`src/rtl/jtag_tap_param.sv`:
```
// IEEE 1149.1 style TAP controller with parameterised IR width and boundary-scan chain.
// State table (code | meaning): F TLR, C RTI, 7 SelDR, 6 CapDR, 2 ShDR, 1 Ex1DR, 3 PauseDR, 0 Ex2DR,
// 5 UpdDR, 4 SelIR, E CapIR, A ShIR, 9 Ex1IR, B PauseIR, 8 Ex2IR, D UpdIR.
module jtag_tap_param #(
    parameter int          IR_W       = 2,
    parameter int          N_IN       = 36,
    parameter int          N_OUT      = 0,
    parameter logic [31:0] IDCODE_VAL = 32'h0000_0001
) (
    input  logic                                TCLK,
    input  logic                                TRST,
    input  logic                                TMS,
    input  logic                                TDI,
    output logic                                TDO,
    output logic                                tdo_en,
    input  logic [N_IN-1:0]                     pi,
    output logic [N_IN-1:0]                     ci,
    input  logic [((N_OUT > 0) ? N_OUT : 1)-1:0] co,
    output logic [((N_OUT > 0) ? N_OUT : 1)-1:0] po,
    output logic [3:0]                          tap_state,
    output logic [IR_W-1:0]                     ir
);

    localparam int BSR_W = N_IN + N_OUT;

    localparam logic [IR_W-1:0] OP_EXTEST = '0;
    localparam logic [IR_W-1:0] OP_SAMPLE = IR_W'(1);
    localparam logic [IR_W-1:0] OP_IDCODE = IR_W'(2);

    typedef enum logic [3:0] {
        S_TLR    = 4'hF, S_RTI    = 4'hC, S_SELDR  = 4'h7, S_CAPDR  = 4'h6,
        S_SHDR   = 4'h2, S_EX1DR  = 4'h1, S_PAUSEDR = 4'h3, S_EX2DR = 4'h0,
        S_UPDDR  = 4'h5, S_SELIR  = 4'h4, S_CAPIR  = 4'hE, S_SHIR   = 4'hA,
        S_EX1IR  = 4'h9, S_PAUSEIR = 4'hB, S_EX2IR = 4'h8, S_UPDIR  = 4'hD
    } state_t;

    state_t            r_state;
    state_t            w_next;
    logic [IR_W-1:0]   r_ir;
    logic [IR_W-1:0]   r_ir_sr;
    logic              r_bypass;
    logic [31:0]       r_id;
    logic [BSR_W-1:0]  r_bsr;
    logic [BSR_W-1:0]  r_upd;
    logic              r_tdo;
    logic              r_tdo_en;
    logic [BSR_W-1:0]  w_cap;
    logic              w_sel_bsr;
    logic              w_sel_id;
    logic              w_extest;
    logic              w_dr_bit0;

    always_comb begin
        w_next = r_state;
        case (r_state)
            S_TLR:     w_next = TMS ? S_TLR   : S_RTI;
            S_RTI:     w_next = TMS ? S_SELDR : S_RTI;
            S_SELDR:   w_next = TMS ? S_SELIR : S_CAPDR;
            S_CAPDR:   w_next = TMS ? S_EX1DR : S_SHDR;
            S_SHDR:    w_next = TMS ? S_EX1DR : S_SHDR;
            S_EX1DR:   w_next = TMS ? S_UPDDR : S_PAUSEDR;
            S_PAUSEDR: w_next = TMS ? S_EX2DR : S_PAUSEDR;
            S_EX2DR:   w_next = TMS ? S_UPDDR : S_SHDR;
            S_UPDDR:   w_next = TMS ? S_SELDR : S_RTI;
            S_SELIR:   w_next = TMS ? S_TLR   : S_CAPIR;
            S_CAPIR:   w_next = TMS ? S_EX1IR : S_SHIR;
            S_SHIR:    w_next = TMS ? S_EX1IR : S_SHIR;
            S_EX1IR:   w_next = TMS ? S_UPDIR : S_PAUSEIR;
            S_PAUSEIR: w_next = TMS ? S_EX2IR : S_PAUSEIR;
            S_EX2IR:   w_next = TMS ? S_UPDIR : S_SHIR;
            S_UPDIR:   w_next = TMS ? S_SELDR : S_RTI;
            default:   w_next = S_TLR;
        endcase
    end

    // Unknown opcodes fall through to the bypass register.
    assign w_sel_bsr = (r_ir == OP_EXTEST) || (r_ir == OP_SAMPLE);
    assign w_sel_id  = (r_ir == OP_IDCODE);
    assign w_extest  = (r_ir == OP_EXTEST);
    assign w_dr_bit0 = w_sel_bsr ? r_bsr[0] : (w_sel_id ? r_id[0] : r_bypass);

    always_ff @(posedge TCLK or negedge TRST) begin
        if (!TRST) begin
            r_state  <= S_TLR;
            r_ir     <= OP_IDCODE;
            r_ir_sr  <= '0;
            r_bypass <= 1'b0;
            r_id     <= '0;
            r_bsr    <= '0;
            r_upd    <= '0;
        end else begin
            r_state <= w_next;

            if (r_state == S_CAPIR)
                r_ir_sr <= IR_W'(1);
            else if (r_state == S_SHIR)
                r_ir_sr <= {TDI, r_ir_sr[IR_W-1:1]};

            if (r_state == S_CAPDR) begin
                if (w_sel_bsr)     r_bsr    <= w_cap;
                else if (w_sel_id) r_id     <= IDCODE_VAL;
                else               r_bypass <= 1'b0;
            end else if (r_state == S_SHDR) begin
                if (w_sel_bsr)     r_bsr    <= {TDI, r_bsr[BSR_W-1:1]};
                else if (w_sel_id) r_id     <= {TDI, r_id[31:1]};
                else               r_bypass <= TDI;
            end

            // Entering or holding TLR forces IDCODE and drops any applied pattern.
            if (w_next == S_TLR) begin
                r_ir  <= OP_IDCODE;
                r_upd <= '0;
            end else begin
                if (r_state == S_UPDIR)
                    r_ir <= r_ir_sr;
                if (r_state == S_UPDDR && w_sel_bsr)
                    r_upd <= r_bsr;
            end
        end
    end

    always_ff @(negedge TCLK or negedge TRST) begin
        if (!TRST) begin
            r_tdo    <= 1'b0;
            r_tdo_en <= 1'b0;
        end else begin
            r_tdo_en <= (r_state == S_SHIR) || (r_state == S_SHDR);
            if (r_state == S_SHIR)
                r_tdo <= r_ir_sr[0];
            else if (r_state == S_SHDR)
                r_tdo <= w_dr_bit0;
            else
                r_tdo <= 1'b0;
        end
    end

    assign TDO       = r_tdo;
    assign tdo_en    = r_tdo_en;
    assign tap_state = r_state;
    assign ir        = r_ir;
    assign ci        = w_extest ? r_upd[N_IN-1:0] : pi;

    generate
        if (N_OUT > 0) begin : g_out_cells
            assign w_cap = {co, pi};
            assign po    = w_extest ? r_upd[BSR_W-1:N_IN] : co;
        end else begin : g_no_out_cells
            logic w_unused_co;
            assign w_unused_co = ^co;
            assign w_cap       = pi;
            assign po          = '0;
        end
    endgenerate

endmodule

```
`config.mk`:
```
export PLATFORM = sky130hd
export DESIGN_NAME = jtag_tap_param
export DESIGN_NICKNAME = d
export VERILOG_FILES = /design/src/rtl/jtag_tap_param.sv
export SDC_FILE = /design/constraint.sdc
export NUM_CORES = 1
export LEC_CHECK = 0
export BUFFER_PORTS_ARGS = -buffer_cell sky130_fd_sc_hd__buf_2
export CORE_MARGIN = 2
export CORE_UTILIZATION = 52
export CTS_CLUSTER_DIAMETER = 30
export CTS_CLUSTER_SIZE = 10
export DETAILED_ROUTE_END_ITERATION = 7
export GPL_ROUTABILITY_DRIVEN = 0
export PLACE_DENSITY_LB_ADDON = 0.08
export RECOVER_POWER = 25
export SLEW_MARGIN = 20
export SYNTH_ARGS = -nofsm -noshare
export SYNTH_HDL_FRONTEND = slang
export SYNTH_SLANG_ARGS = --single-unit
```
`constraint.sdc`:
```
create_clock -name TCLK -period 1.8 [get_ports TCLK]
set_clock_uncertainty 0.2 [all_clocks]
set_input_delay 0.36 -clock TCLK [delete_from_list [all_inputs] [get_ports TCLK]]
set_output_delay 0.36 -clock TCLK [all_outputs]
set_load 0.02 [all_outputs]
```
==> results of run 1 <==
-- synthesized netlist by cell type (2+ instances only) --
cell type	instances
sky130_fd_sc_hd__inv_1	4
sky130_fd_sc_hd__o22ai_1	35
sky130_fd_sc_hd__o21ai_1	12
sky130_fd_sc_hd__mux2i_1	4
sky130_fd_sc_hd__a211o_1	2
sky130_fd_sc_hd__a21boi_0	2
sky130_fd_sc_hd__buf_6	12
sky130_fd_sc_hd__buf_4	3
sky130_fd_sc_hd__nand3b_1	37
sky130_fd_sc_hd__nor2b_1	32
sky130_fd_sc_hd__dfrtp_1	108
sky130_fd_sc_hd__o21ai_0	40
sky130_fd_sc_hd__nand2_1	43
sky130_fd_sc_hd__mux2_2	68
sky130_fd_sc_hd__dfstp_2	5
sky130_fd_sc_hd__dfrtn_1	2
sky130_fd_sc_hd__buf_2	19
sky130_fd_sc_hd__o21ai_2	24
sky130_fd_sc_hd__clkbuf_1	17
sky130_fd_sc_hd__a21oi_1	37
sky130_fd_sc_hd__nor2_1	7
-- what timing repair did --
item,4_1_cts,5_1_grt
resized for setup,181,117
hold buffers,39,0
pin swaps,49,51
buffers inserted,48,28
setup endpoints to repair,153,154
hold endpoints to repair,150,0
cloned,27,0
-- power by group through the flow --
stage	Combinational [mW]	Clock [mW]	Sequential, mW
final	9.00	3.12	4.47
after CTS	7.63	3.06	4.13
after global placement	5.05	0	4.02
after detailed placement	5.15	0	4.06
after global routing	9.35	3.22	4.49
after floorplan	3.67	0	4.04
-- registers in the layout (all words and copies together) (netlist names) --
| register | cells |
|---|---|
| r_bsr | 36 |
| r_upd | 36 |
| r_id | 32 |
| tap_state | 4 |
| ir | 2 |
| r_ir_sr | 2 |
| TDO | 1 |
| r_bypass | 1 |
| tdo_en | 1 |
-- worst min-delay path by stage --
stage	to	cells after the start
floorplan	ir[0]$_DFFE_PN0P_	0
detailed placement	tap_state[0]$_DFF_PN1_	1
global route	r_id[2]$_DFFE_PN0P_	1
CTS	tap_state[0]$_DFF_PN1_	2
finish	r_id[8]$_DFFE_PN0P_	1
global placement	tap_state[2]$_DFF_PN1_	1
-- kinds of logic after synthesis --
group           after synthesis  share of synthesized area, %
compound gates              158                         16.63
simple gates                130                         13.21
flops                       115                         50.23
mux                          72                         14.03
buf+inv                      56                         5.840
other cells                   1                       0.06531
-- final cells by class --
type / count / share of cell area [%]
Inverter: 5 / 0.2514
Tap cell: 140 / 1.853
Clock buffer: 21 / 4.645
Multi-Input combinational cell: 361 / 35.57
Antenna cell: 1 / 0.02647
Clock inverter: 11 / 0.9263
Timing Repair Buffer: 230 / 26.23
Sequential cell: 115 / 30.50
-- per-stage QoR --
step	utilization, %	cell area (um^2)
2_1_floorplan	-	5841
3_3_place_gp	59.53	6425
3_5_place_dp	59.53	6425
4_1_cts	84.72	9144
5_1_grt	87.58	9453
6_report	87.61	9455
-- metal layers --
metal	track usage, %	routed length, um
met5	0	0
met4	21.61	1977
met3	9.384	2182
met2	62.73	11550
met1	44.48	8730
==> summary.txt, run 1 <==
Pwr
  • LEAKAGE: 4.192 nW
  • Power share of the clock group: 18.8%
  • Relative contribution of sequential cells to total power: 27.0%
  • Net switching fraction of the power: 41.50%
  • PnR Total Power: 16.60 mW
  • Proportion of power drawn by combinational gates: 54.2%
  • Worst IR Drop VDD: 0.9630 mV
  • Switch Pwr: 6.888 mW
  • Pwr/cell area: 1755 nW/um^2
  • Internal cell power: 9.710 mW

Floorplanning
  • Row cnt: 38
  • Horizontal die dimension: 109.1 um
  • Die boundary height: 109.1 um
  • Effective utilization at floorplan: 53.20%
  • Number of I/O pins: 86
  • Die area: 11900 um^2
  • Area of the core region: 10790 um^2

Cells and area
  • Post-route non-filler standard cell count: 884
  • Share of cells above drive strength 1: 57.34%
  • Commonest cells after routing, fill and taps aside: sky130_fd_sc_hd__dfrtp_1 (108), sky130_fd_sc_hd__buf_2 (65), sky130_fd_sc_hd__buf_6 (43)
  • Area of the multi-input gates: 3363 um^2
  • Most common library cell in the layout ignoring fill and taps: sky130_fd_sc_hd__dfrtp_1
  • Reg area: 2884 um^2
  • Area added between synthesis and finish: 64.68%
  • FILL cells: 448
  • Net count reported at finish: 771

Yosys
  • Cells after Synth: 532
  • Yosys top cell area share: 47.07%
  • Post-synth EDFFs: 0
  • Number of storage elements in the synthesis netlist: 115
  • Cell type contributing the most total cell area after synthesis: sky130_fd_sc_hd__dfrtp_1
  • YS warnings: 0
  • Count of different cell masters after synthesis: 40
  • Most used flip-flop cell after synthesis: sky130_fd_sc_hd__dfrtp_1
  • Share of flip-flops with an asynchronous set or reset: 100.0%
  • Cell area after technology mapping: 5742 um^2
  • Sequential element share of the synthesized area: 50.23%
  • Synth Net Count: 573
  • Average cell area after synthesis: 10.79 um^2
  • Top post-synthesis cells by area: sky130_fd_sc_hd__dfrtp_1 (47%), sky130_fd_sc_hd__mux2_2 (13%), sky130_fd_sc_hd__nand3b_1 (4.8%), sky130_fd_sc_hd__o22ai_1 (3.8%), sky130_fd_sc_hd__o21ai_2 (3.7%)

CTS
  • Cts bufs inserted: 17
  • Clock tree from TritonCTS: built
  • Maximum clock path buffer count: 2
  • Library cell used as clock root buffer: sky130_fd_sc_hd__clkbuf_8
  • Sinks on Clock Net: 115
  • Insertion delay of the later-clocked pin in the worst-skew pair: 510 ps
  • Clock-pin slew on the worst setup and hold paths: 60 ps
  • Clock H-tree levels: 4

Min path
  • Start point of the worst min-delay path: r_id[8]$_DFFE_PN0P_
  • Worst min-delay path category: flop to flop

Worst setup path
  • Startpoint of the lowest-slack register-to-register path: ir[0]$_DFFE_PN0P_
  • Top cell family by delay on the critical path: buffers and inverters
  • Startpoint types: flop
  • Crit path max-delay cell type: sky130_fd_sc_hd__dfrtp_1
  • Cell depth of the worst setup path: 5
  • Worst Reg-to-Reg Cells: 5
  • Kind of critical path: flop to primary output
  • Critical path origin: ir[0]$_DFFE_PN0P_
  • Critical path data arrival time: 1960 ps
  • Maximum fanout along the worst path: 21
  • Crit path cell chain: buf_6 -> nor2_4 -> buf_12 -> mux2_2 -> buf_2
  • Required time reported for the critical path endpoint: 1240 ps
  • Reg-to-Reg End: TDO$_DFF_NN0_
  • Last element of the critical path: ci[34]
  • Buf+Inv Stages, Crit Path: 3
  • Type of destination of the critical path: primary output
  • R2R Setup Slk: -600 ps
  • Critical path's largest stage delay: 410 ps

Route
  • Average wire per cell in the routed design: 27.64 um
  • Antenna-violating nets left: 0
  • DRC violations left: 0
  • Iteration count of the initial detailed-routing pass: 5
  • Routed vias: 5901
  • Total wirelength of the detailed-routed design: 24440 um
  • Violation count after the first detailed-route iteration: 822
  • Mean number of vias per cell: 6.675

Global route
  • Largest net degree at the start of global routing: 112
  • Global-route wire length before repair: 33130 um
  • Via count of the first global-routing pass: 5738
  • Total routing resource utilization after global routing: 37.75%
  • Overall overflow remaining after global route: 0
  • Antenna violations before repair: 1

STA
  • Endpoints failing setup: 154
  • Worst Tran Pin Value: 603.8 ps
  • Final hold violation count: 0
  • Aggregate negative setup slack: -51260 ps
  • Unrepaired setup endpoints after global routing: yes
  • Worst relative slew slack: 59.75%
  • Setup ws final: -719.1 ps
  • Final critical-path share of the clock period: 139.9%
  • Final min period: 2519 ps
  • Hold_ws: 302.4 ps
  • Final slew viol count: 0
  • Timing-limited maximum frequency: 0.3970 GHz

Run status
  • Run status: complete, but fails checks
  • Failing checks: negative setup slack

Run
  • Count of max-cap constraint violations: 0

Placed design
  • Post-Place Worst Slack: -305.9 ps
  • Number of buffers inserted by port buffering: 83
  • Cells after DPL: 732
  • DPL Wire Length: 7713 um
Power figures use the tool's default switching activity.
==> inputs of run 2 (changes only) <==
Settings changed: CORE_MARGIN 2 to default, CORE_UTILIZATION 52 to 55.
Clock period 1.8 ns to 3.2 ns, I/O delays scaled along.
==> run 2 against run 1 <==
  * The flow still finishes with violations (negative setup slack)
  * Non-clock buffer count is 133 lower
  * First-iteration DRC count down 72%
  * Combinational power down 71%
  * Global-route usage shrank 14 points
  * Total power decreased by 59%
  * Register-to-register slack improved by 530 ps
  * Via count fell by 28%
  * Die area fell by 8.8%
  * Critical path type unchanged
==> summary.txt, run 2 (same netlist as run 1, synthesis figures left out) <==
Global route
  • Via count of the first global-routing pass: 4179
  • Antenna violations before repair: 0
  • Total routing resource utilization after global routing: 23.79%
  • Global-route wire length before repair: 20560 um
  • Largest net degree at the start of global routing: 77
  • Overall overflow remaining after global route: 0

Floorplanning
  • Number of I/O pins: 86
  • Horizontal die dimension: 104.2 um
  • Die boundary height: 104.2 um
  • Die area: 10850 um^2
  • Effective utilization at floorplan: 57.68%
  • Area of the core region: 9955 um^2
  • Row cnt: 36

Worst setup path
  • Critical path data arrival time: 2570 ps
  • Reg-to-Reg End: TDO$_DFF_NN0_
  • Startpoint of the lowest-slack register-to-register path: tap_state[1]$_DFF_PN1_
  • Buf+Inv Stages, Crit Path: 1
  • R2R Setup Slk: -70 ps
  • Required time reported for the critical path endpoint: 2360 ps
  • Kind of critical path: flop to primary output
  • Crit path max-delay cell type: sky130_fd_sc_hd__dfrtn_1
  • Critical path's largest stage delay: 410 ps
  • Cell depth of the worst setup path: 1
  • Crit path cell chain: buf_6
  • Worst Reg-to-Reg Cells: 3
  • Type of destination of the critical path: primary output
  • Maximum fanout along the worst path: 1
  • Top cell family by delay on the critical path: flip-flops
  • Startpoint types: flop

CTS
  • Library cell used as clock root buffer: sky130_fd_sc_hd__clkbuf_8
  • Insertion delay of the later-clocked pin in the worst-skew pair: 510 ps
  • Post-CTS setup buffers: 0
  • Clock H-tree levels: 4
  • Clock tree from TritonCTS: built
  • Sinks on Clock Net: 115
  • Cts bufs inserted: 17
  • Maximum clock path buffer count: 2
  • Clock-pin slew on the worst setup and hold paths: 50 ps

Cells and area
  • Share of cells above drive strength 1: 37.32%
  • Net count reported at finish: 639
  • Inserted Diodes: 0
  • Regs by FF count: r_bsr x36, r_upd x36, r_id x32
  • Area added between synthesis and finish: 17.43%
  • Commonest cells after routing, fill and taps aside: sky130_fd_sc_hd__dfrtp_1 (107), sky130_fd_sc_hd__buf_2 (80), sky130_fd_sc_hd__mux2_2 (68)
  • Most common library cell in the layout ignoring fill and taps: sky130_fd_sc_hd__dfrtp_1

Min path
  • Depth of the worst hold-timing path: 3
  • Start point of the worst min-delay path: TDI
  • Endpoint with the worst hold slack: r_ir_sr[1]$_DFFE_PN0N_
  • Worst min-delay path category: input port to flop

Route
  • Iteration count of the initial detailed-routing pass: 4
  • Routed wl met3: 560 um
  • Violation count after the first detailed-route iteration: 228
  • Met1 wire length: 5537 um
  • Routed vias: 4242
  • Metal2 WL: 5901 um
  • Total wirelength of the detailed-routed design: 12190 um
  • Mean number of vias per cell: 5.702
  • Average wire per cell in the routed design: 16.38 um
  • DRC violations left: 0
  • Antenna-violating nets left: 0
  • Uppermost metal layer occupied by signal nets: met4

STA
  • Endpoints failing setup: 3
  • Worst relative slew slack: 13.54%
  • Worst Tran Pin Value: 1296 ps
  • Setup ws final: -208.8 ps
  • Unrepaired setup endpoints after global routing: yes
  • Final hold violation count: 0
  • Final slew viol count: 0

Run status
  • Run status: complete, but fails checks
  • Failing checks: negative setup slack

Pwr
  • PnR Total Power: 6.751 mW
  • Worst IR Drop VDD: 0.3951 mV
  • LEAKAGE: 3.091 nW
  • Pwr/cell area: 1001 nW/um^2

Run
  • Count of max-cap constraint violations: 0

Placed design
  • DPL Wire Length: 7083 um
  • Post-Place Worst Slack: 178.2 ps
  • Number of buffers inserted by port buffering: 83
==> run 2: cell count changes in the layout (fill, tap and decap cells not counted), moves of 26 or more <==
cell / previous run / this run
sky130_fd_sc_hd__buf_6: 43 / 2
sky130_fd_sc_hd__dlygate4sd3_1: 39 / 1
sky130_fd_sc_hd__mux2_2: 32 / 68
sky130_fd_sc_hd__mux2_4: 36 / 0
sky130_fd_sc_hd__a21oi_1: 4 / 36
sky130_fd_sc_hd__a21oi_2: 31 / 0
sky130_fd_sc_hd__nand2_1: 15 / 43
sky130_fd_sc_hd__o22ai_1: 9 / 35
==> run 2: routing by layer <==
metal	GRT usage, %	vias to the layer above
met2	37.81	106
met3	6.454	15
met5	0	-
li1	-	2040
met4	8.878	0
met1	31.21	2081
==> run 2: where the power goes <==
group / internal (mW) / switching (mW)
Sequential: 1.97 / 0.376
Combinational: 1.04 / 1.54
Clock: 1.20 / 0.630
==> run 2: worst max-delay path by stage <==
stage / start / endpoint / slack, ps
6_report: TDO$_DFF_NN0_ / TDO / -210
5_1_grt: TDO$_DFF_NN0_ / TDO / -230
4_1_cts: tdo_en$_DFF_NN0_ / tdo_en / -210
3_5_place_dp: tap_state[1]$_DFF_PN1_ / TDO$_DFF_NN0_ / 180
3_3_place_gp: tap_state[1]$_DFF_PN1_ / TDO$_DFF_NN0_ / 210
2_1_floorplan: ir[1]$_DFFE_PN1P_ / TDO$_DFF_NN0_ / 20
==> run 2: repair_timing <==
| action | in CTS | in global routing |
|---|---|---|
| hold buffers | 1 | 0 |
| pin swaps | 1 | 0 |
| gates resized for setup | 5 | 2 |
| hold endpoints to repair | 4 | 0 |
| cloned | 1 | 0 |
| endpoints found under the setup margin | 38 | 3 |
==> run 2: worst register-to-register path, cell delays in order (launching register included) <==
cell and delay [ps]:
sky130_fd_sc_hd__dfstp_1 810, sky130_fd_sc_hd__nand2b_1 160, sky130_fd_sc_hd__nor2_1 180, sky130_fd_sc_hd__a21boi_0 250
==> run 2: layout make-up <==
cell class | count | area, um^2
well taps | 133 | 166.4
multi-input cells | 362 | 2569
clock buffers | 21 | 439.2
flip-flops and latches | 115 | 2885
clock inverters | 11 | 135.1
fillers | 778 | 3212
inverters | 5 | 18.77
repair buffers | 97 | 529.3
==> run 2: per-stage QoR <==
step / cell area (um^2) / hold WS, ps / util (%) / cells / TNS, ps
finish: 6743 / 198.4 / 67.74 / 744 / -469.2
global route: 6743 / 219.3 / 67.74 / 744 / -9828
CTS: 6750 / 182.6 / 67.81 / 744 / -416.7
detailed placement: 6142 / 288.1 / 61.70 / 710 / 0
global placement: 6142 / 281.5 / 61.70 / 710 / 0
floorplan: 5742 / 144.4 / - / 532 / 0
